===== config.mk =====
export PLATFORM = sky130hd
export DESIGN_NAME = mc_control_flat
export DESIGN_NICKNAME = d
export VERILOG_FILES = /design/src/rtl/mc_control_pkg.sv /design/src/rtl/mc_control_if.sv /design/src/rtl/mc_out_decode.sv /design/src/rtl/mc_control.sv /design/src/flat_wrapper.sv
export SDC_FILE = /design/constraint.sdc
export NUM_CORES = 1
export LEC_CHECK = 0
export BUFFER_PORTS_ARGS = -buffer_cell sky130_fd_sc_hd__buf_2
export CAP_MARGIN = 20
export CELL_PAD_IN_SITES_DETAIL_PLACEMENT = 0
export CELL_PAD_IN_SITES_GLOBAL_PLACEMENT = 2
export CORE_ASPECT_RATIO = 1.1
export CORE_MARGIN = 2
export CORE_UTILIZATION = 19
export DETAILED_ROUTE_END_ITERATION = 10
export PLACE_DENSITY = 0.71
export SYNTH_ARGS = -nofsm -noshare
export SYNTH_HDL_FRONTEND = slang
export SYNTH_SLANG_ARGS = --single-unit

===== constraint.sdc =====
create_clock -name i_clk -period 1.3 [get_ports i_clk]
set_input_delay 0.13 -clock i_clk [delete_from_list [all_inputs] [get_ports i_clk]]
set_output_delay 0.13 -clock i_clk [all_outputs]
set_load 0.02 [all_outputs]

===== src/rtl/mc_control_pkg.sv =====
// Shared encodings for the multi-cycle controller: opcodes, state codes, mux selects, control word.
// MC_HALT_EN adds the HALT opcode (4'hF) as a legal instruction.
package mc_control_pkg;

    localparam logic [3:0] OP_R    = 4'h0;
    localparam logic [3:0] OP_LW   = 4'h1;
    localparam logic [3:0] OP_SW   = 4'h2;
    localparam logic [3:0] OP_BEQ  = 4'h3;
    localparam logic [3:0] OP_ADDI = 4'h4;
    localparam logic [3:0] OP_J    = 4'h5;
    localparam logic [3:0] OP_HALT = 4'hF;

    localparam logic [1:0] ALUOP_ADD   = 2'b00;
    localparam logic [1:0] ALUOP_SUB   = 2'b01;
    localparam logic [1:0] ALUOP_FUNCT = 2'b10;

    localparam logic [1:0] SRCB_RT     = 2'b00;
    localparam logic [1:0] SRCB_TWO    = 2'b01;
    localparam logic [1:0] SRCB_IMM    = 2'b10;
    localparam logic [1:0] SRCB_IMM_SH = 2'b11;

    localparam logic [1:0] PCSRC_ALU    = 2'b00;
    localparam logic [1:0] PCSRC_ALUOUT = 2'b01;
    localparam logic [1:0] PCSRC_JUMP   = 2'b10;

    typedef enum logic [3:0] {
        S_RESET   = 4'd0,
        S_FETCH   = 4'd1,
        S_DECODE  = 4'd2,
        S_MEMADDR = 4'd3,
        S_MEMRD   = 4'd4,
        S_MEMWB   = 4'd5,
        S_MEMWR   = 4'd6,
        S_REXEC   = 4'd7,
        S_RWB     = 4'd8,
        S_IEXEC   = 4'd9,
        S_IWB     = 4'd10,
        S_BRANCH  = 4'd11,
        S_JUMP    = 4'd12,
        S_HALT    = 4'd13
    } state_e;

    typedef struct packed {
        logic       mem_req;
        logic       mem_write;
        logic       ior_d;
        logic       ir_write;
        logic       pc_write;
        logic       pc_write_cond;
        logic [1:0] pc_source;
        logic       alu_src_a;
        logic [1:0] alu_src_b;
        logic [1:0] alu_op;
        logic       reg_dst;
        logic       mem_to_reg;
        logic       reg_write;
        logic       instr_done;
    } ctrl_t;

    // Anything not listed here retires in DECODE as a NOP.
    function automatic logic op_legal(input logic [3:0] op);
        case (op)
            OP_R, OP_LW, OP_SW, OP_BEQ, OP_ADDI, OP_J: return 1'b1;
`ifdef MC_HALT_EN
            OP_HALT: return 1'b1;
`endif
            default: return 1'b0;
        endcase
    endfunction

endpackage


===== src/rtl/mc_control_if.sv =====
// Controller <-> datapath/memory bundle. master = controller side, slave = datapath side.
// MC_HALT_EN adds the o_halted status line.
interface mc_control_if;
    logic [15:0] i_instrCode;
    logic        i_zero;
    logic        i_memAck;
    logic        o_memReq;
    logic        o_memWrite;
    logic        o_iorD;
    logic        o_irWrite;
    logic        o_pcWrite;
    logic        o_pcWriteCond;
    logic [1:0]  o_pcSource;
    logic        o_aluSrcA;
    logic [1:0]  o_aluSrcB;
    logic [1:0]  o_aluOp;
    logic        o_regDst;
    logic        o_memToReg;
    logic        o_regWrite;
    logic        o_instrDone;
    logic [3:0]  o_state;
`ifdef MC_HALT_EN
    logic        o_halted;
`endif

    // Memory handshake: o_memReq with o_iorD/o_memWrite holds stable until the
    // cycle i_memAck=1 (ack may be combinational); i_memAck without o_memReq is ignored.
    modport master (
        input  i_instrCode, i_zero, i_memAck,
        output o_memReq, o_memWrite, o_iorD, o_irWrite, o_pcWrite, o_pcWriteCond,
               o_pcSource, o_aluSrcA, o_aluSrcB, o_aluOp, o_regDst, o_memToReg,
               o_regWrite, o_instrDone, o_state
`ifdef MC_HALT_EN
        , output o_halted
`endif
    );

    modport slave (
        output i_instrCode, i_zero, i_memAck,
        input  o_memReq, o_memWrite, o_iorD, o_irWrite, o_pcWrite, o_pcWriteCond,
               o_pcSource, o_aluSrcA, o_aluSrcB, o_aluOp, o_regDst, o_memToReg,
               o_regWrite, o_instrDone, o_state
`ifdef MC_HALT_EN
        , input o_halted
`endif
    );
endinterface


===== src/rtl/mc_out_decode.sv =====
// Combinational control-word decode from state; only irWrite/pcWrite/instrDone look at inputs.
// MC_HALT_EN adds the HALT state decode.
module mc_out_decode
    import mc_control_pkg::*;
(
    input  state_e     state_i,
    input  logic       mem_ack_i,
    input  logic [3:0] opcode_i,
`ifdef MC_HALT_EN
    input  logic       halt_first_i,
`endif
    output ctrl_t      ctrl_o
);

    always_comb begin
        ctrl_o = '0;
        case (state_i)
            S_FETCH: begin
                ctrl_o.mem_req   = 1'b1;
                ctrl_o.alu_src_b = SRCB_TWO;
                ctrl_o.alu_op    = ALUOP_ADD;
                ctrl_o.pc_source = PCSRC_ALU;
                ctrl_o.ir_write  = mem_ack_i;
                ctrl_o.pc_write  = mem_ack_i;
            end
            S_DECODE: begin
                ctrl_o.alu_src_b  = SRCB_IMM_SH;
                ctrl_o.instr_done = !op_legal(opcode_i);
            end
            S_MEMADDR, S_IEXEC: begin
                ctrl_o.alu_src_a = 1'b1;
                ctrl_o.alu_src_b = SRCB_IMM;
            end
            S_MEMRD: begin
                ctrl_o.mem_req = 1'b1;
                ctrl_o.ior_d   = 1'b1;
            end
            S_MEMWB: begin
                ctrl_o.reg_write  = 1'b1;
                ctrl_o.mem_to_reg = 1'b1;
                ctrl_o.instr_done = 1'b1;
            end
            S_MEMWR: begin
                ctrl_o.mem_req    = 1'b1;
                ctrl_o.mem_write  = 1'b1;
                ctrl_o.ior_d      = 1'b1;
                ctrl_o.instr_done = mem_ack_i;
            end
            S_REXEC: begin
                ctrl_o.alu_src_a = 1'b1;
                ctrl_o.alu_src_b = SRCB_RT;
                ctrl_o.alu_op    = ALUOP_FUNCT;
            end
            S_RWB: begin
                ctrl_o.reg_write  = 1'b1;
                ctrl_o.reg_dst    = 1'b1;
                ctrl_o.instr_done = 1'b1;
            end
            S_IWB: begin
                ctrl_o.reg_write  = 1'b1;
                ctrl_o.instr_done = 1'b1;
            end
            S_BRANCH: begin
                ctrl_o.alu_src_a     = 1'b1;
                ctrl_o.alu_op        = ALUOP_SUB;
                ctrl_o.pc_write_cond = 1'b1;
                ctrl_o.pc_source     = PCSRC_ALUOUT;
                ctrl_o.instr_done    = 1'b1;
            end
            S_JUMP: begin
                ctrl_o.pc_write   = 1'b1;
                ctrl_o.pc_source  = PCSRC_JUMP;
                ctrl_o.instr_done = 1'b1;
            end
`ifdef MC_HALT_EN
            S_HALT: ctrl_o.instr_done = halt_first_i;
`endif
            default: ctrl_o = '0;
        endcase
    end

endmodule


===== src/rtl/mc_control.sv =====
// Multi-cycle sequencer: state register + next-state logic; outputs come from mc_out_decode.
// MC_HALT_EN adds the HALT state (opcode 4'hF, exit by reset only) and o_halted.
module mc_control
    import mc_control_pkg::*;
(
    input  logic         i_clk,
    input  logic         i_rst_n,
    mc_control_if.master bus
);

    state_e     state_q;
    ctrl_t      ctrl;
    logic [3:0] opcode;

    assign opcode = bus.i_instrCode[15:12];

    // The remaining IR bits and the zero flag are consumed by the datapath, not here.
    logic unused_dp;
    assign unused_dp = &{1'b0, bus.i_instrCode[11:0], bus.i_zero};

`ifdef MC_HALT_EN
    logic halt_seen_q;
    logic halt_first;
    assign halt_first = (state_q == S_HALT) && !halt_seen_q;
`endif

    always_ff @(posedge i_clk or negedge i_rst_n) begin
        if (!i_rst_n) begin
            state_q <= S_RESET;
`ifdef MC_HALT_EN
            halt_seen_q <= 1'b0;
`endif
        end else begin
`ifdef MC_HALT_EN
            halt_seen_q <= (state_q == S_HALT);
`endif
            case (state_q)
                S_RESET:  state_q <= S_FETCH;
                S_FETCH:  if (bus.i_memAck) state_q <= S_DECODE;
                S_DECODE: begin
                    case (opcode)
                        OP_LW, OP_SW: state_q <= S_MEMADDR;
                        OP_R:         state_q <= S_REXEC;
                        OP_ADDI:      state_q <= S_IEXEC;
                        OP_BEQ:       state_q <= S_BRANCH;
                        OP_J:         state_q <= S_JUMP;
`ifdef MC_HALT_EN
                        OP_HALT:      state_q <= S_HALT;
`endif
                        default:      state_q <= S_FETCH;
                    endcase
                end
                // Only LW and SW reach MEMADDR, so one opcode compare suffices.
                S_MEMADDR: state_q <= (opcode == OP_LW) ? S_MEMRD : S_MEMWR;
                S_MEMRD:   if (bus.i_memAck) state_q <= S_MEMWB;
                S_MEMWR:   if (bus.i_memAck) state_q <= S_FETCH;
                S_REXEC:   state_q <= S_RWB;
                S_IEXEC:   state_q <= S_IWB;
                S_MEMWB, S_RWB, S_IWB, S_BRANCH, S_JUMP: state_q <= S_FETCH;
`ifdef MC_HALT_EN
                S_HALT:    state_q <= S_HALT;
`endif
                default:   state_q <= S_RESET;
            endcase
        end
    end

    mc_out_decode u_out_decode (
        .state_i      (state_q),
        .mem_ack_i    (bus.i_memAck),
        .opcode_i     (opcode),
`ifdef MC_HALT_EN
        .halt_first_i (halt_first),
`endif
        .ctrl_o       (ctrl)
    );

    assign bus.o_memReq      = ctrl.mem_req;
    assign bus.o_memWrite    = ctrl.mem_write;
    assign bus.o_iorD        = ctrl.ior_d;
    assign bus.o_irWrite     = ctrl.ir_write;
    assign bus.o_pcWrite     = ctrl.pc_write;
    assign bus.o_pcWriteCond = ctrl.pc_write_cond;
    assign bus.o_pcSource    = ctrl.pc_source;
    assign bus.o_aluSrcA     = ctrl.alu_src_a;
    assign bus.o_aluSrcB     = ctrl.alu_src_b;
    assign bus.o_aluOp       = ctrl.alu_op;
    assign bus.o_regDst      = ctrl.reg_dst;
    assign bus.o_memToReg    = ctrl.mem_to_reg;
    assign bus.o_regWrite    = ctrl.reg_write;
    assign bus.o_instrDone   = ctrl.instr_done;
    assign bus.o_state       = state_q;
`ifdef MC_HALT_EN
    assign bus.o_halted      = (state_q == S_HALT);
`endif

endmodule

===== src/flat_wrapper.sv =====
// flat-port wrapper written by rule: the top's interface ports become plain ports
module mc_control_flat import mc_control_pkg::*;
  (i_clk, i_rst_n, bus_i_instrCode, bus_i_zero, bus_i_memAck, bus_o_memReq, bus_o_memWrite, bus_o_iorD, bus_o_irWrite, bus_o_pcWrite, bus_o_pcWriteCond, bus_o_pcSource, bus_o_aluSrcA, bus_o_aluSrcB, bus_o_aluOp, bus_o_regDst, bus_o_memToReg, bus_o_regWrite, bus_o_instrDone, bus_o_state);
  mc_control_if bus_i ();
  input  logic i_clk;
  input  logic i_rst_n;
  input wire logic [$bits(bus_i.i_instrCode)-1:0] bus_i_instrCode;
  input wire logic [$bits(bus_i.i_zero)-1:0] bus_i_zero;
  input wire logic [$bits(bus_i.i_memAck)-1:0] bus_i_memAck;
  output wire logic [$bits(bus_i.o_memReq)-1:0] bus_o_memReq;
  output wire logic [$bits(bus_i.o_memWrite)-1:0] bus_o_memWrite;
  output wire logic [$bits(bus_i.o_iorD)-1:0] bus_o_iorD;
  output wire logic [$bits(bus_i.o_irWrite)-1:0] bus_o_irWrite;
  output wire logic [$bits(bus_i.o_pcWrite)-1:0] bus_o_pcWrite;
  output wire logic [$bits(bus_i.o_pcWriteCond)-1:0] bus_o_pcWriteCond;
  output wire logic [$bits(bus_i.o_pcSource)-1:0] bus_o_pcSource;
  output wire logic [$bits(bus_i.o_aluSrcA)-1:0] bus_o_aluSrcA;
  output wire logic [$bits(bus_i.o_aluSrcB)-1:0] bus_o_aluSrcB;
  output wire logic [$bits(bus_i.o_aluOp)-1:0] bus_o_aluOp;
  output wire logic [$bits(bus_i.o_regDst)-1:0] bus_o_regDst;
  output wire logic [$bits(bus_i.o_memToReg)-1:0] bus_o_memToReg;
  output wire logic [$bits(bus_i.o_regWrite)-1:0] bus_o_regWrite;
  output wire logic [$bits(bus_i.o_instrDone)-1:0] bus_o_instrDone;
  output wire logic [$bits(bus_i.o_state)-1:0] bus_o_state;
  assign bus_i.i_instrCode = bus_i_instrCode;
  assign bus_i.i_zero = bus_i_zero;
  assign bus_i.i_memAck = bus_i_memAck;
  assign bus_o_memReq = bus_i.o_memReq;
  assign bus_o_memWrite = bus_i.o_memWrite;
  assign bus_o_iorD = bus_i.o_iorD;
  assign bus_o_irWrite = bus_i.o_irWrite;
  assign bus_o_pcWrite = bus_i.o_pcWrite;
  assign bus_o_pcWriteCond = bus_i.o_pcWriteCond;
  assign bus_o_pcSource = bus_i.o_pcSource;
  assign bus_o_aluSrcA = bus_i.o_aluSrcA;
  assign bus_o_aluSrcB = bus_i.o_aluSrcB;
  assign bus_o_aluOp = bus_i.o_aluOp;
  assign bus_o_regDst = bus_i.o_regDst;
  assign bus_o_memToReg = bus_i.o_memToReg;
  assign bus_o_regWrite = bus_i.o_regWrite;
  assign bus_o_instrDone = bus_i.o_instrDone;
  assign bus_o_state = bus_i.o_state;
  mc_control u_core (.i_clk(i_clk), .i_rst_n(i_rst_n), .bus(bus_i));
endmodule

==> summary.md <==
| Metric | Value |
|---|---|
| Largest cells by area after synthesis | dfrtp_1 16%, buf_6 9.0%, mux2i_1 8.0% |
| GPL Wtd Cong | 0.790 |
| Net count of the mapped netlist | 97 |
| Post-layout min period | 1.50 ns |
| H-tree depth | 1 |
| #FFs+latches synth | 4 |
| Unique masters post-synth | 38 |
| First-pass GRT wire length | 3730 um |
| Maximum vdd drop | 0.000635 V |
| CTS clk-pin slew, worst paths | 0.05 ns |
| Total Routed Length | 2410 um |
| Mux cell area share after synthesis | 7.98% |
| Max_slew headroom | 88.7% |
| Syn. warnings | 0 |
| Drt drc | 4 |
| Area Growth Syn to Fin | 116% |
| TritonCTS clock tree | yes |
| CP startpoint | u_core.bus.o_state[2] |
| Die ar. | 0.00378 mm2 |
| Via count | 797 |
| Failing checks | DRC, setup timing |
| Synth Area in XOR/XNOR | 1.40% |
| CTS root buf | clkbuf_4 |
| Status | finished with violations |
| Clk sinks | 4 |
| Final number of hold-violating endpoints | 0 |
| Largest net degree at the start of global routing | 14 |
| Cell count after synthesis | 77 |
| Compound-gate portion of the synthesized area | 21.6% |
| Top-area cell type share of the netlist area | 16.0% |
| TritonCTS Buffers | 3 |
| Setup TNS Final | -2.44 ns |
| Final nets | 153 |
| I/O pin count | 41 |
| WP data required | 1.17 ns |
| WS Path Type | flip-flop to output pin |
| Total power | 3.45 mW |
| Main combinational cell family by area after synthesis | simple AND/OR/NAND/NOR gates |
| Routed Antenna Nets | 0 |
| Arrival @ worst endpoint | 1.37 ns |
| CP endpoint kind | output pin |
| Hold WC Path Type | input port to asynchronous set/reset pin |
| Die X | 58.8 um |
| FILL cells | 315 |
| Max reg flops | 4 |
| IO Port Bufs | 27 |
| Worst Reg-to-Reg Cells | 5 |
| Mean Syn Cell Area | 8.14 um2 |
| Die Ht | 64.2 um |
| Share of layout cells above drive strength 1 | 75.0% |
| Adder-cell area share of the yosys netlist | 0% |
| Multi-input gate area | 617 um2 |
| CTS Buffer Depth | 2 |
| P_leak | 0.620 nW |
| Site Rows | 21 |
| All-layer global routing usage | 12.4% |
| Drt pass-1 iters | 7 |
| Final setup vio count | 20 |
| Vias per inst | 4.80 |
| Critical Path Fanout Max | 7 |
| Detailed placer's ending HPWL | 1410 um |
| Core area | 0.00310 mm2 |
| Starting Density | 20.2% |
| Routed WL per cell | 14.5 um |
| MaxCap Viol Count | 0 |
| FF-to-FF Start | u_core.bus.o_state[3] |
| Placed Instances | 138 |
| Skew final | 0.00771 ns |
| Max-slew violation count | 0 |
| Number of inserted diodes | 0 |
| Post-Syn Area | 627 um2 |
| Layout Cells excl Fill | 166 |
| Register Area | 104 um2 |
| Largest area contributor in the netlist | dfrtp_1 |
| RSZ-0062 raised after global routing | yes |
| Number of global-route vias before repair | 835 |
| Final worst setup slack | -0.197 ns |
| Period utilisation layout | 115% |
| Worst-Skew Late Latency | 0.24 ns |
| Starting DRT DRC Count | 32 |
| Simple-gate share of the synthesized area | 38.5% |
| Fmax | 0.668 GHz |
| GR Overflow Total | 0 |
| Initial antenna violation count | 0 |
| Seq/Total Area, Yosys | 16.0% |
| Worst Max-Slew Pin Slew | 0.165 ns |
| Cell Pwr Density | 2560 mW/mm2 |
| Startpoint Class | flip-flop |
## worst paths after layout
kind                       slack, ns               endpoint
hold / removal                  0.23  u_core.bus.o_state[1]
min in group i_clk              0.32  u_core.bus.o_state[0]
hold reg to reg                 0.72  u_core.bus.o_state[2]
setup / recovery               -0.20       bus_o_aluSrcB[0]
setup reg to reg               -0.11  u_core.bus.o_state[1]
max in group asynchronous       0.93  u_core.bus.o_state[2]
## logic make-up after synthesis
family                    after synthesis
and+or+nand+nor                        40
AOI/OAI and AO/OA                      16
buffers and inverters                  11
muxes                                   5
DFF                                     4
xor gates and xnor gates                1
## synth_stat cells
| cell type | n |
|---|---|
| nor2_1 | 10 |
| buf_6 | 5 |
| mux2i_1 | 5 |
| nand2_1 | 5 |
| dfrtp_1 | 4 |
| nor3_1 | 4 |
| a21oi_1 | 3 |
| buf_4 | 3 |
| nand2b_1 | 3 |
| nand3b_1 | 3 |
| nor2b_1 | 3 |
| and3_1 | 2 |
| and4bb_1 | 2 |
| a211oi_1 | 1 |
| a22o_1 | 1 |
| a2bb2oi_1 | 1 |
| a31oi_1 | 1 |
| a32oi_1 | 1 |
| and3b_1 | 1 |
| and4b_2 | 1 |
| buf_2 | 1 |
| clkbuf_1 | 1 |
| inv_1 | 1 |
| nor3b_1 | 1 |
| nor4b_1 | 1 |
| o211a_1 | 1 |
| o21ai_1 | 1 |
| o21bai_1 | 1 |
| o221ai_1 | 1 |
| o221ai_2 | 1 |
| o22ai_1 | 1 |
| o2bb2a_4 | 1 |
| o31ai_1 | 1 |
| or2_0 | 1 |
| or2_1 | 1 |
| or2b_1 | 1 |
| or3_4 | 1 |
| xnor2_1 | 1 |
## timing repair
item	in CTS	in global routing
pin swaps	13	9
buffers inserted	21	3
resized for setup	52	29
endpoints found under the setup margin	17	21
hold endpoints to repair	4	0
hold buffers	1	0
## power by group
part | internal (mW) | total (mW) | switching (mW)
sequential | 0.189 | 0.285 | 0.0964
combinational | 1.60 | 2.99 | 1.39
clock | 0.116 | 0.178 | 0.0621
## area by class of cell
cell class / instances / share of cell area, %
Multi-Input combinational cell: 62 / 45.6
Timing Repair Buffer: 61 / 41.3
Sequential cell: 4 / 7.69
Tap cell: 34 / 3.15
Clock buffer: 4 / 1.94
Inverter: 1 / 0.278
## worst max-delay path, cell delays in order (launching register included)
cell and delay [ns]:
dfrtp_2 0.46, buf_6 0.16, or2_4 0.25, a21oi_2 0.13, buf_6 0.13
## cells in the final DEF, fill, tap and decap left out, types with 2 or more instances in the layout
cell,Yosys,routed
dfrtp_2,0,3
nand3b_1,3,3
buf_4,3,18
a21oi_1,3,2
nor3_2,0,2
nor2_1,10,3
nand2b_4,0,3
clkbuf_4,0,3
nand2_1,5,3
buf_2,1,11
mux2i_1,5,3
and3_4,0,2
nor2_2,0,4
o221ai_2,1,2
nor2b_4,0,2
nor2_4,0,3
buf_6,5,30
nand2_4,0,2
and4bb_1,2,2
## through the flow
stage	setup WS (ns)	instance area (um2)	util [%]	hold WS, ns
after floorplan	-0.0281	672	-	-0.166
final	-0.197	1350	43.6	0.228
after global routing	-0.237	1350	43.6	0.239
after global placement	-0.0169	840	27.1	-0.0620
after CTS	-0.187	1200	38.6	0.225
after detailed placement	-0.0121	840	27.1	-0.0575
## layer usage
| metal | part of all wire (%) | global-route usage [%] | vias up | wire (um) |
|---|---|---|---|---|
| met5 | 0 | 0 | - | 0 |
| li1 | - | - | 388 | - |
| met4 | 0.33 | 4.26 | 0 | 8 |
| met2 | 54 | 20.3 | 21 | 1300 |
| met3 | 3.4 | 1.01 | 2 | 82 |
| met1 | 42 | 16.7 | 386 | 1020 |
Power figures use the tool's default switching activity.
